[config.mk]
export PLATFORM = sky130hd
export DESIGN_NAME = load_store_unit
export DESIGN_NICKNAME = d
export VERILOG_FILES = /design/src/rtl/load_store_unit.sv
export SDC_FILE = /design/constraint.sdc
export NUM_CORES = 1
export LEC_CHECK = 0
export BUFFER_PORTS_ARGS = -buffer_cell sky130_fd_sc_hd__buf_4
export CAP_MARGIN = 10
export CORE_MARGIN = 2
export CORE_UTILIZATION = 45
export DETAILED_ROUTE_END_ITERATION = 7
export GPL_TIMING_DRIVEN = 0
export PLACE_DENSITY_LB_ADDON = 0.12
export SYNTH_ARGS = -nofsm -noshare
export SYNTH_HDL_FRONTEND = slang
export SYNTH_SLANG_ARGS = --single-unit
[constraint.sdc]
create_clock -name clk -period 3.1 [get_ports clk]
set_clock_uncertainty 0.1 [all_clocks]
set_input_delay 0.31 -clock clk [delete_from_list [all_inputs] [get_ports clk]]
set_output_delay 0.31 -clock clk [all_outputs]
set_load 0.02 [all_outputs]
[src/rtl/load_store_unit.sv]
// Load/store unit between the multicycle datapath and a 64-bit doubleword memory.
// Optional LSU_PERF_CNT_EN adds load/store/fault completion counters.
module load_store_unit #(
  parameter int MEM_RD_LAT = 1
) (
  input  logic        clk,
  input  logic        reset,
  input  logic        req,
  input  logic        is_store,
  input  logic [2:0]  funct3,
  input  logic [63:0] addr,
  input  logic [63:0] wdata,
  output logic        busy,
  output logic        done,
  output logic        fault,
  output logic [63:0] rdata,
  output logic [63:0] mem_raddress,
  output logic [63:0] mem_waddress,
  output logic [63:0] mem_datain,
  input  logic [63:0] mem_dataout,
  output logic        mem_wr
`ifdef LSU_PERF_CNT_EN
  ,
  output logic [31:0] load_count,
  output logic [31:0] store_count,
  output logic [31:0] fault_count
`endif
);

  localparam logic [1:0] IDLE    = 2'd0;
  localparam logic [1:0] RD_WAIT = 2'd1;
  localparam logic [1:0] WRITE   = 2'd2;
  localparam logic [1:0] DONE    = 2'd3;
  localparam int CW = (MEM_RD_LAT > 1) ? $clog2(MEM_RD_LAT) : 1;

  typedef struct packed {
    logic        isStore;
    logic [2:0]  funct3;
    logic [2:0]  off;
    logic [63:0] wdata;
  } lsuReq_t;

  logic [1:0]    state;
  lsuReq_t       cur;
  logic          faultQ;
  logic [CW-1:0] cnt;
  logic          misAligned, reqFault, rdDone;
  logic [7:0]    sizeMask, laneMask;
  logic [63:0]   wShift, merged, lane, loadVal, alignedAddr;

  assign alignedAddr = {addr[63:3], 3'b000};
  assign rdDone      = (state == RD_WAIT) && (cnt == CW'(MEM_RD_LAT - 1));

  always_comb begin
    misAligned = 1'b0;
    case (funct3[1:0])
      2'd0:    misAligned = 1'b0;
      2'd1:    misAligned = addr[0];
      2'd2:    misAligned = |addr[1:0];
      default: misAligned = |addr[2:0];
    endcase
    reqFault = misAligned | (is_store ? funct3[2] : (funct3 == 3'b111));
  end

  // Byte-lane merge for sub-doubleword stores: new bytes land at off..off+size-1.
  always_comb begin
    sizeMask = 8'hFF;
    case (cur.funct3[1:0])
      2'd0:    sizeMask = 8'h01;
      2'd1:    sizeMask = 8'h03;
      2'd2:    sizeMask = 8'h0F;
      default: sizeMask = 8'hFF;
    endcase
  end
  assign laneMask = sizeMask << cur.off;
  assign wShift   = cur.wdata << {cur.off, 3'b000};

  for (genvar i = 0; i < 8; i++) begin : gLane
    assign merged[8*i +: 8] = laneMask[i] ? wShift[8*i +: 8] : mem_dataout[8*i +: 8];
  end

  assign lane = mem_dataout >> {cur.off, 3'b000};
  always_comb begin
    loadVal = lane;
    case (cur.funct3)
      3'b000:  loadVal = {{56{lane[7]}},  lane[7:0]};
      3'b001:  loadVal = {{48{lane[15]}}, lane[15:0]};
      3'b010:  loadVal = {{32{lane[31]}}, lane[31:0]};
      3'b100:  loadVal = {56'd0, lane[7:0]};
      3'b101:  loadVal = {48'd0, lane[15:0]};
      3'b110:  loadVal = {32'd0, lane[31:0]};
      default: loadVal = lane;
    endcase
  end

  always_ff @(posedge clk) begin
    if (reset) begin
      state        <= IDLE;
      cur          <= '0;
      faultQ       <= 1'b0;
      cnt          <= '0;
      rdata        <= '0;
      mem_raddress <= '0;
      mem_waddress <= '0;
      mem_datain   <= '0;
    end else begin
      case (state)
        IDLE: if (req) begin
          cur.isStore <= is_store;
          cur.funct3  <= funct3;
          cur.off     <= addr[2:0];
          cur.wdata   <= wdata;
          faultQ      <= reqFault;
          cnt         <= '0;
          // Faulting requests never touch the memory address bus.
          if (reqFault) state <= DONE;
          else begin
            mem_raddress <= alignedAddr;
            mem_waddress <= alignedAddr;
            if (is_store && funct3 == 3'b011) begin
              mem_datain <= wdata;
              state      <= WRITE;
            end else state <= RD_WAIT;
          end
        end
        RD_WAIT: if (rdDone) begin
          if (cur.isStore) begin
            mem_datain <= merged;
            state      <= WRITE;
          end else begin
            rdata <= loadVal;
            state <= DONE;
          end
        end else cnt <= cnt + 1'b1;
        WRITE:   state <= DONE;
        default: state <= IDLE;
      endcase
    end
  end

  assign busy   = (state != IDLE);
  assign done   = (state == DONE);
  assign mem_wr = (state == WRITE);
  assign fault  = done & faultQ;

`ifdef LSU_PERF_CNT_EN
  always_ff @(posedge clk) begin
    if (reset) begin
      load_count  <= '0;
      store_count <= '0;
      fault_count <= '0;
    end else if (done) begin
      if (faultQ)           fault_count <= fault_count + 1'b1;
      else if (cur.isStore) store_count <= store_count + 1'b1;
      else                  load_count  <= load_count + 1'b1;
    end
  end
`endif

endmodule
==> results of run 1 <==
[sequential cells by signal (all words and copies together) (netlist names)]
register / cells
cur: 71
mem_datain: 64
rdata: 64
mem_raddress: 61
state: 2
cnt: 1
faultQ: 1
[power by group through the flow]
stage | combinational (mW) | sequential [mW] | clock, mW
6_report | 7.72 | 4.83 | 3.39
5_1_grt | 8.13 | 4.88 | 3.52
4_1_cts | 7.54 | 4.80 | 3.39
3_5_place_dp | 7.37 | 4.86 | 0
3_3_place_gp | 7.29 | 4.83 | 0
2_1_floorplan | 3.81 | 5.36 | 0
[final cells by class]
type	instances	area, um2	share of cell area
diodes	2	5.00	0.000239
repair buffers	588	4760	0.227
clock buffers	41	821	0.0391
plain buffers	232	1320	0.0628
well taps	442	553	0.0264
clock inverters	9	91.3	0.00436
inverters	7	26.3	0.00125
multi-input cells	1291	8110	0.387
flip-flops and latches	264	5290	0.252
[worst min-delay path: cells and delay by family]
family | cells | cell delay (ns)
AND/OR/NAND/NOR | 1 | 0.10
AO/OA/AOI/OAI | 1 | 0.07
buffers and inverters | 1 | 0.16
[cells in the final DEF, fill, tap and decap left out, types with 9 or more instances in the layout]
cell type | synthesis | routed
a211o_1 | 17 | 17
a211oi_1 | 95 | 95
a211oi_2 | 32 | 32
a21oi_1 | 211 | 211
buf_2 | 27 | 27
buf_4 | 84 | 535
buf_6 | 12 | 13
clkbuf_1 | 105 | 106
clkbuf_16 | 0 | 29
dfxtp_1 | 264 | 264
dlygate4sd3_1 | 0 | 136
mux2_2 | 31 | 31
mux2i_1 | 106 | 106
mux4_2 | 17 | 17
nand2_1 | 377 | 377
nand2b_1 | 13 | 13
nand3_1 | 14 | 14
nand3b_1 | 11 | 11
nor2_1 | 135 | 135
nor2b_1 | 27 | 27
o211ai_1 | 26 | 26
o21ai_0 | 17 | 17
o221a_2 | 11 | 11
o221ai_1 | 9 | 9
o22ai_1 | 15 | 15
o2bb2ai_1 | 16 | 16
o41ai_1 | 11 | 11
[kinds of logic after synthesis]
| family | after synthesis |
|---|---|
| buf+inv | 239 |
| other cells | 1 |
| mux | 158 |
| simple gates | 620 |
| flops | 264 |
| compound gates | 503 |
| fa+ha+maj | 4 |
[timing repair]
item                                    CTS  global route
resized for setup                         0            13
endpoints found under the hold margin   174             0
hold buffers                            136             0
endpoints found under the setup margin    0            22
[layer usage]
metal	up-vias	wire length (um)	GRT usage
met3	259	6640	0.0816
met5	-	0	0
met1	8104	27400	0.490
li1	7516	-	-
met2	1067	34400	0.688
met4	0	4790	0.234
[how the worst min path moves through the flow]
stage,start,to,slack [ns],depth (start not counted)
6_report,mem_dataout[58],rdata[58],0.03,3
5_1_grt,mem_dataout[56],rdata[56],0.04,3
4_1_cts,mem_dataout[58],rdata[58],0.02,3
3_5_place_dp,mem_datain[2],mem_datain[2],0.35,2
3_3_place_gp,mem_datain[26],mem_datain[26],0.35,2
2_1_floorplan,cur[56],cur[56],0.33,2
==> impl_metrics.tcl, run 1 <==
set metrics [dict create \
    synth_compound_area_frac 0.238 \
    syn-cell-area_um2 14700 \
    tightest_slew_ns 0.940 \
    p_clk_frac 0.213 \
    h-tree-depth 1 \
    cts.clk_slew.worst_paths_ns 0.06 \
    worstSetupPathType "reg -> reg" \
    dr.pass1.iters 6 \
    worstPathMaxFanout 10 \
    power_switching_mw 6.90 \
    start_util 0.454 \
    die_h_um 185 \
    drv_cap 0 \
    slowest_stage "nor3b_4" \
    clk_latency_ns 0.58 \
    yosys_most_used_dff "dfxtp_1" \
    combPwrFrac 0.484 \
    tns_ns 0 \
    fin_crit_ns 2.94 \
    critPathMaxStageDelay_ns 0.50 \
    intPower_mw 9.04 \
    postCtsSetupRepairBufs 0 \
    powerDensity_nw_per_um2 760 \
    netlist_instances 1789 \
    worst_setup_path_start_kind "flip-flop" \
    max_freq_mhz 340 \
    hold_viol_final 0 \
    synth_top_area_share 0.359 \
    drc 0 \
    post_synth_xor_area_fraction 0 \
    synthAdderAreaFrac 0.00340 \
    syn_avg_cell_area_um2 8.22 \
    ir_drop_v 0.000506 \
    ys_seq_area_frac 0.359 \
    final_area_um2 21000 \
    ant_nets 0 \
    slew_headroom 0.374 \
    hpwl_mm 56.6 \
    status "complete, no violations" \
    drt_iter0_drc 1669 \
    synth.most_common_cell "nand2_1" \
    pre_cts_ws_ns 0.0502 \
    setup_viol 0 \
    fin_cells 2876 \
    hp-class "in -> reg" \
    root_buffer "clkbuf_16" \
    p_sw_frac 0.433 \
    synth-edff-count 0 \
    numCtsBuffers 29 \
    yosysUniqueCellTypes 68 \
    synth_common_cells "nand2_1, dfxtp_1, a21oi_1" \
    synth_warnings 0 \
    holdWs_ns 0.0342 \
    place_inst 2688 \
    routabilityCongestion 1.05 \
    cp.depth 9 \
    fin_util 0.648 \
    maxSlewViolCount 0 \
    cts_num_sinks 264 \
    grt_start_max_net_pins 16 \
    wl_mm 73.2 \
    grt_setup_unrepaired "false" \
    muxShareOfSynthArea 0.125 \
    clockBufferDepth 3 \
    required_ns 3.42 \
    yosysTopAreaCell "dfxtp_1" \
    drive_gt1_frac 0.301 \
    avgViaCountPerCell 5.89 \
    synthTopCellsByArea "dfxtp_1, nand2_1, mux2i_1" \
    fillers 2759 \
    synth_top_family_by_area "compound AO/OA/AOI/OAI gates" \
    die_w_um 185 \
    post_drt_wl_per_cell_um 25.5 \
    startpoint "state[1]" \
    r2r-end "rdata[59]" \
    first_global_vias 16284 \
    cp-end-kind "flip-flop" \
    ys_ff_latch 264 \
    r2r_start "state[1]" \
    path_cells "inv_1 > ha_1 > clkbuf_1 > nor2b_1 > nand2b_1 > a31oi_4 > nor3b_4 > buf_6 > a211oi_2" \
    rrSetupSlack_ns 0.16 \
    arrival_ns 3.26 \
    place_area_um2 18700 \
    finalCritPeriodShare 0.949 \
    synth-simple-area-share 0.183 \
    boundaryPins 459 \
    dieArea_um2 34100 \
    cp_num_buf_inv 3 \
    track_usage 0.410 \
    fin_nets 2616 \
    r2r_cells 9 \
    total_leakage_power_nw 8.44 \
    vias 16946 \
    finalPower_mw 15.9 \
    sequentialPowerShare 0.303 \
    layout_setup_ws_ns 0.158 \
    cts_tree "built" \
    core_um2 32400 \
    core.rowCount 66 \
    async_flop_share 0 \
    grt_overflow 0 \
    antenna_found_initial 1 \
    cp_top_family "simple AND/OR/NAND/NOR gates" \
    syn2layout_area_growth_pct 42.6 \
    endpoint "rdata[59]" \
    grt_pass1_wl_mm 103 \
    io_buffers 451 \
]
Note: power is estimated with default switching activity, not from simulation.
==> run 2: changes to the inputs <==
Clock period 3.1 ns to 2.7 ns, I/O delays scaled along.
==> run 2 against run 1 <==
Effect of this change: design area is 0.63% higher; clock power is 15% higher; register-to-register slack worse by 0.15 ns; final cell count is 0.10% higher; worst setup slack worse by 0.15 ns; sequential cell count stayed put; die area stayed put; routed wire length hardly changed; critical path depth is 1 lower; sequential power is 15% higher; combinational power is 16% higher; power is 15% higher; highest routed layer unchanged.
==> impl_metrics.tcl, run 2 (synthesized netlist as in run 1, its figures left out) <==
set metrics [dict create \
    drc 0 \
    worstSetupPathType "reg -> reg" \
    routabilityCongestion 1.05 \
    syn2layout_area_growth_pct 43.5 \
    status "complete, no violations" \
    startpoint "cur[64]" \
    vias 16960 \
    finalCritPeriodShare 0.996 \
    numCtsBuffers 29 \
    root_buffer "clkbuf_16" \
    cts_num_sinks 264 \
    core.rowCount 66 \
    setup_viol 0 \
    wl_mm 73.3 \
    r2r-end "mem_datain[46]" \
    max_freq_mhz 372 \
    place_inst 2688 \
    power_switching_mw 7.95 \
    post_drt_wl_per_cell_um 25.4 \
    tightest_slew_ns 0.923 \
    clk_latency_ns 0.57 \
    final_common_cell "buf_4" \
    boundaryPins 459 \
    cts_tree "built" \
    dr.pass1.iters 6 \
    worstPathMaxFanout 10 \
    finalPower_mw 18.4 \
    maxSlewViolCount 0 \
    ant_nets 0 \
    start_util 0.454 \
    rrSetupSlack_ns 0.01 \
    powerDensity_nw_per_um2 872 \
    fin_crit_ns 2.69 \
    drive_gt1_frac 0.312 \
    regMostFlops "cur" \
    intPower_mw 10.4 \
    hpwl_mm 56.6 \
    drt_iter0_drc 1527 \
    cp-end-kind "flip-flop" \
    fillers 2741 \
    hold_viol_final 0 \
    fin_nets 2619 \
    combPwrFrac 0.486 \
    cts.clk_slew.worst_paths_ns 0.06 \
    fin_cells 2879 \
    die_h_um 185 \
    avgViaCountPerCell 5.89 \
    die_w_um 185 \
    endpoint "mem_datain[46]" \
    clockBufferDepth 3 \
    antenna_found_initial 1 \
    sequentialPowerShare 0.302 \
    drv_cap 0 \
    hp-class "in -> reg" \
    final_cell_mix "buf_4, nand2_1, dfxtp_1" \
    grt_start_max_net_pins 16 \
    first_global_vias 16442 \
    r2r_cells 8 \
    arrival_ns 3.08 \
    io_buffers 451 \
    grt_overflow 0 \
    layout_setup_ws_ns 0.0104 \
    track_usage 0.411 \
    required_ns 3.09 \
    h-tree-depth 1 \
    pre_cts_ws_ns -0.350 \
    worst_setup_path_start_kind "flip-flop" \
    top_regs "cur: 71 flops, mem_datain: 64 flops, rdata: 64 flops" \
    total_leakage_power_nw 8.54 \
    dieArea_um2 34100 \
    ir_drop_v 0.000581 \
    slew_headroom 0.384 \
    grt_pass1_wl_mm 104 \
    p_sw_frac 0.432 \
    r2r_start "cur[64]" \
    core_um2 32400 \
    tns_ns 0 \
    largest_reg_flops 71 \
    p_clk_frac 0.212 \
    grt_setup_unrepaired "false" \
]
## run 2: how the worst min path moves through the flow
| stage | start | end | slack (ns) | cells past startpoint |
|---|---|---|---|---|
| finish | mem_dataout[12] | mem_datain[12] | 0.05 | 3 |
| CTS | mem_dataout[13] | mem_datain[13] | 0.03 | 3 |
| global route | mem_dataout[12] | mem_datain[12] | 0.04 | 3 |
| floorplan | wdata[56] | cur[56] | 0.31 | 2 |
| detailed placement | mem_datain[2] | mem_datain[2] | 0.35 | 2 |
| global placement | mem_datain[26] | mem_datain[26] | 0.35 | 2 |
## run 2: final cells by class
cell class / instances / area, um2 / area share
multi-input cells: 1291 / 8150 / 0.386
flip-flops and latches: 264 / 5290 / 0.250
repair buffers: 594 / 4830 / 0.229
plain buffers: 229 / 1340 / 0.0636
clock buffers: 41 / 821 / 0.0389
well taps: 442 / 553 / 0.0262
clock inverters: 9 / 91.3 / 0.00433
inverters: 7 / 26.3 / 0.00125
diodes: 2 / 5.00 / 0.000237
## run 2: metal layers
layer  routed length [um]  vias up  GRT usage
li1                     -     7530          -
met1                27600     8059      0.491
met2                33900     1091      0.684
met3                 6470      280     0.0818
met4                 5290        0      0.249
met5                    0        -          0
## run 2: per-stage QoR
stage | hold slack [ns] | cell area (um2) | util
4_1_cts | 0.0296 | 21000 | 0.650
3_3_place_gp | 0.347 | 18700 | 0.577
6_report | 0.0460 | 21100 | 0.652
3_5_place_dp | 0.349 | 18700 | 0.577
5_1_grt | 0.0395 | 21100 | 0.652
2_1_floorplan | 0.306 | 14700 | -
## run 2: power groups by stage
stage	Clock, mW	Sequential, mW	Combinational [mW]
after global routing	4.05	5.61	9.42
after CTS	3.90	5.51	8.72
after detailed placement	0	5.58	8.47
final	3.90	5.55	8.94
after global placement	0	5.55	8.37
after floorplan	0	6.15	4.37
## run 2: timing repair
item                                    CTS  global route
hold buffers                            140             0
endpoints found under the setup margin  120           172
setup buffers                             2             0
hold endpoints to repair                190             0
cloned                                    0             0
gates resized for setup                  12            46
## run 2: critical path, cell delays in order, from the launching register on
cell and delay (ns):
dfxtp_1 0.40, buf_4 0.21, buf_4 0.24, buf_4 0.24, buf_2 0.28, nor2_1 0.08, a211oi_1 0.42, o221ai_1 0.36
a211oi_1 0.28
==> run 3: changes to the inputs <==
Settings changed: CORE_UTILIZATION 45 to 30, SKIP_CTS_REPAIR_TIMING set to 1.
==> run 3 against run 2 <==
Effect of this change: the flow now finishes with violations (negative setup slack); clock power up 7.7%; hold slack got worse by 0.017 ns; design area up 1.5%; maximum frequency shrank 0.94%; worst setup slack got worse by 0.026 ns; critical path depth decreased by 1.
==> impl_metrics.tcl, run 3 (synthesized netlist as in run 1, its figures left out) <==
set metrics [dict create \
    fin_nets 2618 \
    core.rowCount 81 \
    worstPathMaxFanout 10 \
    vias 16342 \
    worst_setup_path_start_kind "flip-flop" \
    numCtsBuffers 30 \
    dieArea_um2 50800 \
    layout_setup_ws_ns -0.0152 \
    routabilityCongestion 0.995 \
    intPower_mw 10.7 \
    r2r_start "cur[64]" \
    grt_pass1_wl_mm 108 \
    slew_headroom 0.378 \
    fin_crit_ns 2.72 \
    pre_cts_ws_ns -0.486 \
    final_area_um2 21400 \
    startpoint "cur[64]" \
    die_w_um 225 \
    r2r_cells 7 \
    grt_setup_unrepaired "false" \
    avgViaCountPerCell 5.34 \
    drt_iter0_drc 1100 \
    hold_viol_final 0 \
    violations "negative setup slack" \
    post_drt_wl_per_cell_um 25.6 \
    cts_num_sinks 264 \
    track_usage 0.293 \
    ir_drop_v 0.000365 \
    status "complete, but fails checks" \
    finalPower_mw 18.7 \
    hpwl_mm 63.2 \
    tightest_slew_ns 0.933 \
    worstSetupPathType "reg -> reg" \
    ant_nets 0 \
    endpoint "mem_datain[54]" \
    max_freq_mhz 368 \
    arrival_ns 3.09 \
    grt_overflow 0 \
    final_cell_mix "buf_4, nand2_1, dfxtp_1" \
    combPwrFrac 0.479 \
    total_leakage_power_nw 8.57 \
    cts_tree "built" \
    start_util 0.302 \
    seq_area_um2 5290 \
    path_cells "nor2b_1 > buf_2 > clkbuf_1 > o2bb2ai_1 > o221a_2 > a211oi_1 > o41ai_1" \
    die_h_um 225 \
    clockBufferDepth 3 \
    place_area_um2 18900 \
    drc 0 \
    fillers 4895 \
    root_buffer "clkbuf_16" \
    sequentialPowerShare 0.297 \
    powerDensity_nw_per_um2 875 \
    hp-class "in -> reg" \
    regMostFlops "cur" \
    drive_gt1_frac 0.316 \
    h-tree-depth 1 \
    first_global_vias 15322 \
    critPathMaxStageDelay_ns 0.59 \
    slowest_stage "clkbuf_1" \
    multiInputGateArea_um2 8180 \
    power_switching_mw 8.03 \
    io_buffers 451 \
    top_regs "cur: 71 flops, mem_datain: 64 flops, rdata: 64 flops" \
    p_clk_frac 0.224 \
    p_sw_frac 0.429 \
    cts.clk_slew.worst_paths_ns 0.06 \
    rrSetupSlack_ns -0.02 \
    clk_latency_ns 0.59 \
    required_ns 3.07 \
    drv_cap 0 \
    wl_mm 78.2 \
    holdWs_ns 0.0295 \
    cp-end-kind "flip-flop" \
    largest_reg_flops 71 \
    final_common_cell "buf_4" \
    fin_util 0.440 \
    core_um2 48600 \
    boundaryPins 459 \
    antenna_found_initial 5 \
    finalCritPeriodShare 1.01 \
    maxSlewViolCount 0 \
    dr.pass1.iters 7 \
    grt_start_max_net_pins 15 \
    syn2layout_area_growth_pct 45.6 \
    r2r-end "mem_datain[54]" \
    setup_viol 1 \
]
==> run 3: cell types whose count changed in the layout (fill, tap and decap cells not counted), sizes merged <==
cell / before / now
buf: 582 / 578
clkbuf: 142 / 153
clkinv: 5 / 3
diode: 2 / 1
dlygate4sd3: 140 / 139
inv: 9 / 7
==> run 3: metrics by stage <==
stage                     setup TNS [ns]  instances
after detailed placement          -14.51       2868
after CTS                         -17.49       2922
after global placement            -55.88       2867
final                            -0.0152       3060
after global routing                   0       3060
after floorplan                        0       1794
==> run 3: power by group through the flow <==
stage | Sequential [mW] | Combinational (mW) | Clock (mW)
2_1_floorplan | 6.15 | 4.37 | 0
3_3_place_gp | 5.62 | 8.57 | 0
3_5_place_dp | 5.63 | 8.62 | 0
4_1_cts | 5.56 | 8.66 | 4.26
5_1_grt | 5.64 | 9.52 | 4.42
6_report | 5.56 | 8.97 | 4.20
==> run 3: worst min-delay path by stage <==
stage | slack (ns) | endpoint | startpoint | cells past startpoint
4_1_cts | -0.20 | mem_raddress[60] | addr[60] | 3
6_report | 0.03 | mem_datain[14] | mem_dataout[14] | 3
5_1_grt | 0.04 | mem_datain[14] | mem_dataout[14] | 3
3_3_place_gp | 0.35 | mem_datain[26] | mem_datain[26] | 2
3_5_place_dp | 0.35 | mem_datain[25] | mem_datain[25] | 2
2_1_floorplan | 0.31 | cur[56] | wdata[56] | 2
==> run 3: worst max-delay path: cells and delay by family (launching register included) <==
family	cells	cell delay, ns
compound gates	4	1.11
buf+inv	2	0.84
flops	1	0.41
simple gates	1	0.14
==> run 3: routing by layer <==
layer | vias up | global-route usage | share of wire
met5 | - | 0 | 0.00033
met4 | 4 | 0.110 | 0.039
met3 | 155 | 0.0559 | 0.069
met2 | 700 | 0.507 | 0.48
met1 | 7946 | 0.360 | 0.41
li1 | 7537 | - | -
==> run 3: area by class of cell <==
cell class	count	area share
Sequential cell	264	0.247
Inverter	7	0.00123
Buffer	229	0.0626
Timing Repair Buffer	592	0.224
Tap cell	622	0.0363
Clock inverter	5	0.00245
Clock buffer	49	0.0445
Antenna cell	1	0.000117
Multi-Input combinational cell	1291	0.382
